--- src/rtl/seg_scan_ctrl.sv ---
// Time-multiplexed scan controller for a shared BCD-to-7seg decoder.
// Double-buffered digit data swaps only at frame boundaries; supports blank gap and blinking.
module seg_scan_ctrl #(
  parameter int NDIG         = 4,
  parameter int SCAN_DIV     = 50000,
  parameter int BLANK_CYC    = 16,
  parameter int BLINK_FRAMES = 64
) (
  input  logic              clk,
  input  logic              rst,
  input  logic              load,
  input  logic [4*NDIG-1:0] digits_in,
  input  logic [NDIG-1:0]   dots_in,
  input  logic [NDIG-1:0]   blink_mask,
  output logic              pending,
  output logic [3:0]        bcd_out,
  output logic              dot_out,
  output logic [NDIG-1:0]   an_out,
  output logic              frame_done
);

  localparam int PW = $clog2(SCAN_DIV);
  localparam int IW = $clog2(NDIG);
  localparam int BW = $clog2(BLINK_FRAMES + 1);

  localparam logic [PW-1:0] PRE_MAX   = PW'(SCAN_DIV - 1);
  localparam logic [PW-1:0] PRE_BLANK = PW'(BLANK_CYC);
  localparam logic [IW-1:0] IDX_MAX   = IW'(NDIG - 1);
  localparam logic [BW-1:0] BLINK_MAX = BW'(BLINK_FRAMES - 1);

  logic [PW-1:0]            prescaler_q, prescaler_d;
  logic [IW-1:0]            idx_q, idx_d;
  logic [BW-1:0]            blink_cnt_q, blink_cnt_d;
  logic                     phase_q, phase_d;
  logic [NDIG-1:0][3:0]     act_dig_q, act_dig_d, pend_dig_q, pend_dig_d;
  logic [NDIG-1:0]          act_dot_q, act_dot_d, pend_dot_q, pend_dot_d;
  logic [NDIG-1:0]          act_blink_q, act_blink_d, pend_blink_q, pend_blink_d;
  logic                     pending_q, pending_d;
  logic [3:0]               bcd_q, bcd_d;
  logic                     dot_q, dot_d;
  logic [NDIG-1:0]          an_q, an_d;
  logic                     frame_done_q, frame_done_d;
  logic                     tick, boundary;

  always_comb begin
    tick         = (prescaler_q == PRE_MAX);
    boundary     = tick && (idx_q == IDX_MAX);
    prescaler_d  = tick ? '0 : prescaler_q + 1'b1;
    idx_d        = idx_q;
    blink_cnt_d  = blink_cnt_q;
    phase_d      = phase_q;
    act_dig_d    = act_dig_q;
    act_dot_d    = act_dot_q;
    act_blink_d  = act_blink_q;
    pend_dig_d   = pend_dig_q;
    pend_dot_d   = pend_dot_q;
    pend_blink_d = pend_blink_q;
    pending_d    = pending_q;

    if (tick) begin
      idx_d = (idx_q == IDX_MAX) ? '0 : idx_q + 1'b1;
    end

    if (boundary) begin
      if (blink_cnt_q == BLINK_MAX) begin
        blink_cnt_d = '0;
        phase_d     = ~phase_q;
      end else begin
        blink_cnt_d = blink_cnt_q + 1'b1;
      end
    end

    // A load landing on the boundary bypasses the pending buffer entirely.
    if (boundary) begin
      if (load) begin
        act_dig_d   = digits_in;
        act_dot_d   = dots_in;
        act_blink_d = blink_mask;
      end else if (pending_q) begin
        act_dig_d   = pend_dig_q;
        act_dot_d   = pend_dot_q;
        act_blink_d = pend_blink_q;
      end
      pending_d = 1'b0;
    end else if (load) begin
      pend_dig_d   = digits_in;
      pend_dot_d   = dots_in;
      pend_blink_d = blink_mask;
      pending_d    = 1'b1;
    end

    bcd_d        = act_dig_q[idx_q];
    dot_d        = ~act_dot_q[idx_q];
    frame_done_d = boundary;
    an_d         = '1;
    if (!(prescaler_q < PRE_BLANK) && !(phase_q && act_blink_q[idx_q])) begin
      an_d[idx_q] = 1'b0;
    end
  end

  always_ff @(posedge clk) begin
    if (rst) begin
      prescaler_q  <= '0;
      idx_q        <= '0;
      blink_cnt_q  <= '0;
      phase_q      <= 1'b0;
      act_dig_q    <= '0;
      act_dot_q    <= '0;
      act_blink_q  <= '0;
      pend_dig_q   <= '0;
      pend_dot_q   <= '0;
      pend_blink_q <= '0;
      pending_q    <= 1'b0;
      bcd_q        <= '0;
      dot_q        <= 1'b1;
      an_q         <= '1;
      frame_done_q <= 1'b0;
    end else begin
      prescaler_q  <= prescaler_d;
      idx_q        <= idx_d;
      blink_cnt_q  <= blink_cnt_d;
      phase_q      <= phase_d;
      act_dig_q    <= act_dig_d;
      act_dot_q    <= act_dot_d;
      act_blink_q  <= act_blink_d;
      pend_dig_q   <= pend_dig_d;
      pend_dot_q   <= pend_dot_d;
      pend_blink_q <= pend_blink_d;
      pending_q    <= pending_d;
      bcd_q        <= bcd_d;
      dot_q        <= dot_d;
      an_q         <= an_d;
      frame_done_q <= frame_done_d;
    end
  end

  assign pending    = pending_q;
  assign bcd_out    = bcd_q;
  assign dot_out    = dot_q;
  assign an_out     = an_q;
  assign frame_done = frame_done_q;

endmodule

--- config.mk ---
export PLATFORM = sky130hd
export DESIGN_NAME = seg_scan_ctrl
export DESIGN_NICKNAME = d
export VERILOG_FILES = /design/src/rtl/seg_scan_ctrl.sv
export SDC_FILE = /design/constraint.sdc
export NUM_CORES = 1
export LEC_CHECK = 0
export BUFFER_PORTS_ARGS = -buffer_cell sky130_fd_sc_hd__buf_2
export CAP_MARGIN = 10
export CORE_UTILIZATION = 30
export DETAILED_ROUTE_END_ITERATION = 8
export GPL_TIMING_DRIVEN = 0
export SYNTH_ARGS = -nofsm -noshare
export SYNTH_HDL_FRONTEND = slang
export SYNTH_SLANG_ARGS = --single-unit
--- constraint.sdc ---
create_clock -name clk -period 2.85 [get_ports clk]
set_input_delay 0.1425 -clock clk [delete_from_list [all_inputs] [get_ports clk]]
set_output_delay 0.1425 -clock clk [all_outputs]
set_load 0.01 [all_outputs]
# == Word level (Yosys, flattened, before mapping) ==
# Index checks and enable logic that the tools add are counted.
# totals
output_inout_bits,11
inputBits,27
wordCells,64
regBits,85
# op_classes
reduce_logical,13
addsub,3
n_eq_ne,3
bitwise,5
n_mux,16
magnitude_cmp,3
# op_table
cell,count
two-way mux 16 bit,2
two-way mux 4 bit,5
adder 16 x 1 -> 16 bit (second input constant),1
equality test 16 bit (second input constant),1
less-than comparator 16 x 5 -> 1 bit (second input constant),1
binary-select mux 4 bit (select 2 bit),1
adder 7 x 1 -> 7 bit (second input constant),1
equality test 7 x 6 -> 1 bit (second input constant),1
two-way mux 7 bit,1
AND reduction 2 bit,3
OR reduction 2 bit,3
binary-select mux 1 bit (select 2 bit),2
logical AND 1 bit,4
inverter 1 bit,4
inverter 4 bit,1
less-than comparator 2 x 3 -> 1 bit (second input constant),1
two-way mux 1 bit,3
adder 2 x 1 -> 2 bit (second input constant),1
demux 1 bit (select 2 bit),1
equality test 2 bit (second input constant),1
greater-or-equal comparator 2 x 1 -> 1 bit (second input constant),1
logical NOT 1 bit,2
two-way mux 2 bit,1
nonzero test 2 bit,1

# == Logic depth before layout (Yosys ltp) ==
# logic_depth
ltp_word,7
mapped_depth,8

# == Worst setup path before layout ==
# No wires, ideal clock.
# synth_path
kind,register -> register
startpoint,register idx_q[0]
endpoint,register blink_cnt_q[6]
stages_incl_launch_ff,9
t_required_ns,2.719
setup_slack_ns,0.625
setup_time_ns,0.131
period_less_slack_ns,2.225
n_path_buf,3
t_arrival_ns,2.094
path_cell_list,dfxtp_1 -> ha_1 -> clkbuf_1 -> or4b_1 -> or4_1 -> clkbuf_1 -> clkbuf_1 -> nor3_1 -> nor3b_1
# synth_via
elab_chain_len,2
# synth_rtl
element,line_no,source
"start, declared",32,"logic [IW-1:0] idx_q, idx_d;"
"start signal, assigned",120,idx_q <= idx_d;
equality test 2 bit,47,boundary = tick && (idx_q == IDX_MAX);
logical AND 1 bit,47,
"end signal, assigned",121,blink_cnt_q <= blink_cnt_d;
"end, declared",33,"logic [BW-1:0] blink_cnt_q, blink_cnt_d;"
# No other way between the ends.
# A chain may end at the register's enable or synchronous reset.

# == Worst setup path after layout ==
# layout_path
startpoint,register prescaler_q[0]
endpoint,register act_dig_q[4] in the netlist's numbering
# layout_via
elab_chain_len,3
# layout_rtl
element,line_no,source
"start, declared",31,"logic [PW-1:0] prescaler_q, prescaler_d;"
"start signal, assigned",119,prescaler_q <= prescaler_d;
equality test 16 bit,46,tick = (prescaler_q == PRE_MAX);
logical AND 1 bit,47,
AND reduction 2 bit (no line),n/a,
"end signal, assigned",123,act_dig_q <= act_dig_d;
"end, declared",35,"logic [NDIG-1:0][3:0] act_dig_q, act_dig_d, pend_dig_q, pend_dig_d;"
# No other way between the ends.

==> results.cfg <==
[worst_setup_path]
max_stage_delay_ns = 0.63
critPathKind = reg -> reg
rrSetupSlack_ns = 0.22
critPathRequiredTime_ns = 3.05
startpoint = prescaler_q[0]$_SDFF_PP0_
crit_chain = ha_1 > nand4_1 > nor4_2 > and2_1 > clkbuf_1 > buf_2 > a211oi_1
r2r_cells = 7
cp.arrival_ns = 2.83
start_kind = flip-flop
endpoint = act_dig_q[4]$_SDFFE_PP0P_
crit_fanout = 10
reg2reg_to = act_dig_q[4]$_SDFFE_PP0P_
critPathCaptureType = flip-flop
slowest_stage = nor4_2
rr_startpoint = prescaler_q[0]$_SDFF_PP0_

[layout]
diodes = 0
final_common_cell = dfxtp_1
fin_nets = 481
nFillCells = 1214
synthToLayoutAreaGrowth_pct = 17.53
fin_area_sq_um = 4312
final_cell_mix = dfxtp_1, a21oi_1, buf_2
drive_gt1_share_pct = 15.45
instances_no_fill = 600

[global_routing]
antenna_found_initial = 0
grt_max_degree = 15
grt_pass1_wl_mm = 13.91
overflow = 0
grt_pass1_vias = 2800
grt_use_total_pct = 14.11

[route]
avgViaCountPerCell = 5.052
wl_mm = 8.513
via_count = 3031
antenna_left = 0
drc = 0
routedWlPerCell_microns = 14.19
dr.pass1.iters = 4
drtIter0Drc = 207

[sta]
worst_pin_slew_ns = 0.7533
drv_slew = 0
fmax_mhz = 380.5
post-route-period-util_pct = 92.21
slew_headroom_pct = 49.23
period_minus_slack_ns = 2.628
fin_setup_tns_ns = 0
skew_ns = 0.008276
rsz0062_at_grt = false
final_hold_viol_count = 0
finalWorstSetupSlack_ns = 0.2219
finalSetupViolations = 0

[floorplan]
initial_core_util_pct = 30.67
dieArea_sq_um = 12670
placeableCoreArea_sq_um = 11960
io_pins = 38
rows = 40
dieHeight_microns = 112.6
die_w_microns = 112.6

[yosys]
ys_async_sr_fraction_pct = 0
synth_largest_area_cell = dfxtp_1
ys_types = 37
yosys_register_bits = 85
syn_nets = 436
syn_avg_cell_area_sq_um = 9.103
yosysTopAreaCellShare_pct = 46.38
syn_area_sq_um = 3669
synth-edff-count = 0
seq_area_frac_synth_pct = 46.38
yosys_most_used_dff = dfxtp_1
synthTopCellsByArea = dfxtp_1, mux2i_1, a21oi_1
yosys_warnings = 0
netlist_instances = 403

[clocking]
cts-root-buf = clkbuf_16
cts_max_level = 3
cts_made_buffers = 9
clk_latency_ns = 0.34
cts_tree = built
clkTransAtPathRegs_ns = 0.06
cts_buffer_depth = 2
cts.repair.resized = 0
cts.sinks = 85

[place]
routabilityCongestion = 0.7829
pre_cts_ws_ns = 0.2114
place_hpwl_mm = 6.312
dp.cells = 585
placed_area_sq_um = 4028
io_buffer_count = 35

[job]
drv_cap = 0

[power]
p_per_area_nw_per_um2 = 573.5
ir_worst_vdd_mv = 0.2832
leakage_nw = 1.551
total_power_w = 0.002473

[hold_path]
hold_class = in -> reg

[status]
outcome = completed
## worst min-delay path by stage
stage	end	start	cells past startpoint
floorplan	pend_blink_q[0]$_SDFFE_PP0P_	blink_mask[0]	2
global placement	pend_blink_q[2]$_SDFFE_PP0P_	blink_mask[2]	3
detailed placement	pend_dot_q[1]$_SDFFE_PP0P_	dots_in[1]	3
CTS	pend_dot_q[1]$_SDFFE_PP0P_	dots_in[1]	3
global route	pend_dot_q[0]$_SDFFE_PP0P_	dots_in[0]	3
finish	pend_dot_q[1]$_SDFFE_PP0P_	dots_in[1]	3
## power by group
part	internal (W)	switching, W
logic	0.0000544	0.0000812
registers	0.00121	0.0000166
clock network	0.000637	0.000469
## routing by layer
layer  vias up  GRT usage (%)  wire [microns]
li1       1529              -               -
met1      1433          17.47            3848
met2        59          23.62            4186
met3        10          3.888             360
met4         0          4.711             116
met5         -              0               0
## cells in the mapped netlist, types with 4 or more instances
cell type	n
dfxtp_1	85
a21oi_1	53
nand3_1	34
nand2_1	31
clkbuf_1	27
mux2i_1	27
nor2_1	26
a211oi_1	25
xnor2_1	10
buf_2	8
inv_1	8
nand4_1	7
ha_1	6
mux4_2	6
nor2b_1	5
nor3_1	5
or3_1	5
nor4_1	4
o21ai_1	4
## cell families (layout without fill, tap and decap cells)
kind of cell | count (synthesis) | count (layout) | share of synthesized area (%)
xor gates and xnor gates | 13 | 13 | 3.104
buffers and inverters | 44 | 94 | 4.775
adders and majority gates | 6 | 6 | 2.046
and+or+nand+nor | 133 | 133 | 18.11
muxes | 33 | 33 | 11.05
DFF | 85 | 85 | 46.38
AOI/OAI and AO/OA | 89 | 89 | 14.53
## final cells by class
cell class | instances | area [sq um] | area share (%)
Clock inverter | 5 | 35.03 | 0.8125
Tap cell | 147 | 183.9 | 4.266
Timing Repair Buffer | 35 | 175.2 | 4.063
Buffer | 35 | 141.4 | 3.279
Inverter | 8 | 30.03 | 0.6965
Sequential cell | 85 | 1702 | 39.47
Multi-Input combinational cell | 274 | 1792 | 41.56
Clock buffer | 11 | 252.7 | 5.862
## critical path, delay by kind of cell (launching register included)
family | cells | cell delay [ns]
adder cells (fa/ha/maj) | 1 | 0.27
flip-flops | 1 | 0.42
AND/OR/NAND/NOR | 3 | 1.18
AO/OA/AOI/OAI | 1 | 0.10
buffers and inverters | 2 | 0.52
## per-stage QoR
step,hold WS [ns],util (%)
after global routing,0.07595,36.05
after detailed placement,0.4217,33.67
after floorplan,0.2900,-
after global placement,0.4162,33.67
after CTS,0.06642,36.08
final,0.07531,36.05
## flip-flops by register name (all words and copies together) (netlist names)
name	flops
act_blink_q	4
act_dig_q	16
act_dot_q	4
an_out	4
bcd_out	4
blink_cnt_q	7
dot_out	1
frame_done	1
idx_q	2
pend_blink_q	4
pend_dig_q	16
pend_dot_q	4
pending	1
phase_q	1
prescaler_q	16
## repair_timing
item / in CTS / in global routing
setup buffers: 0 / 0
setup endpoints to repair: 0 / 18
hold buffers: 0 / 0
Power figures use the tool's default switching activity.
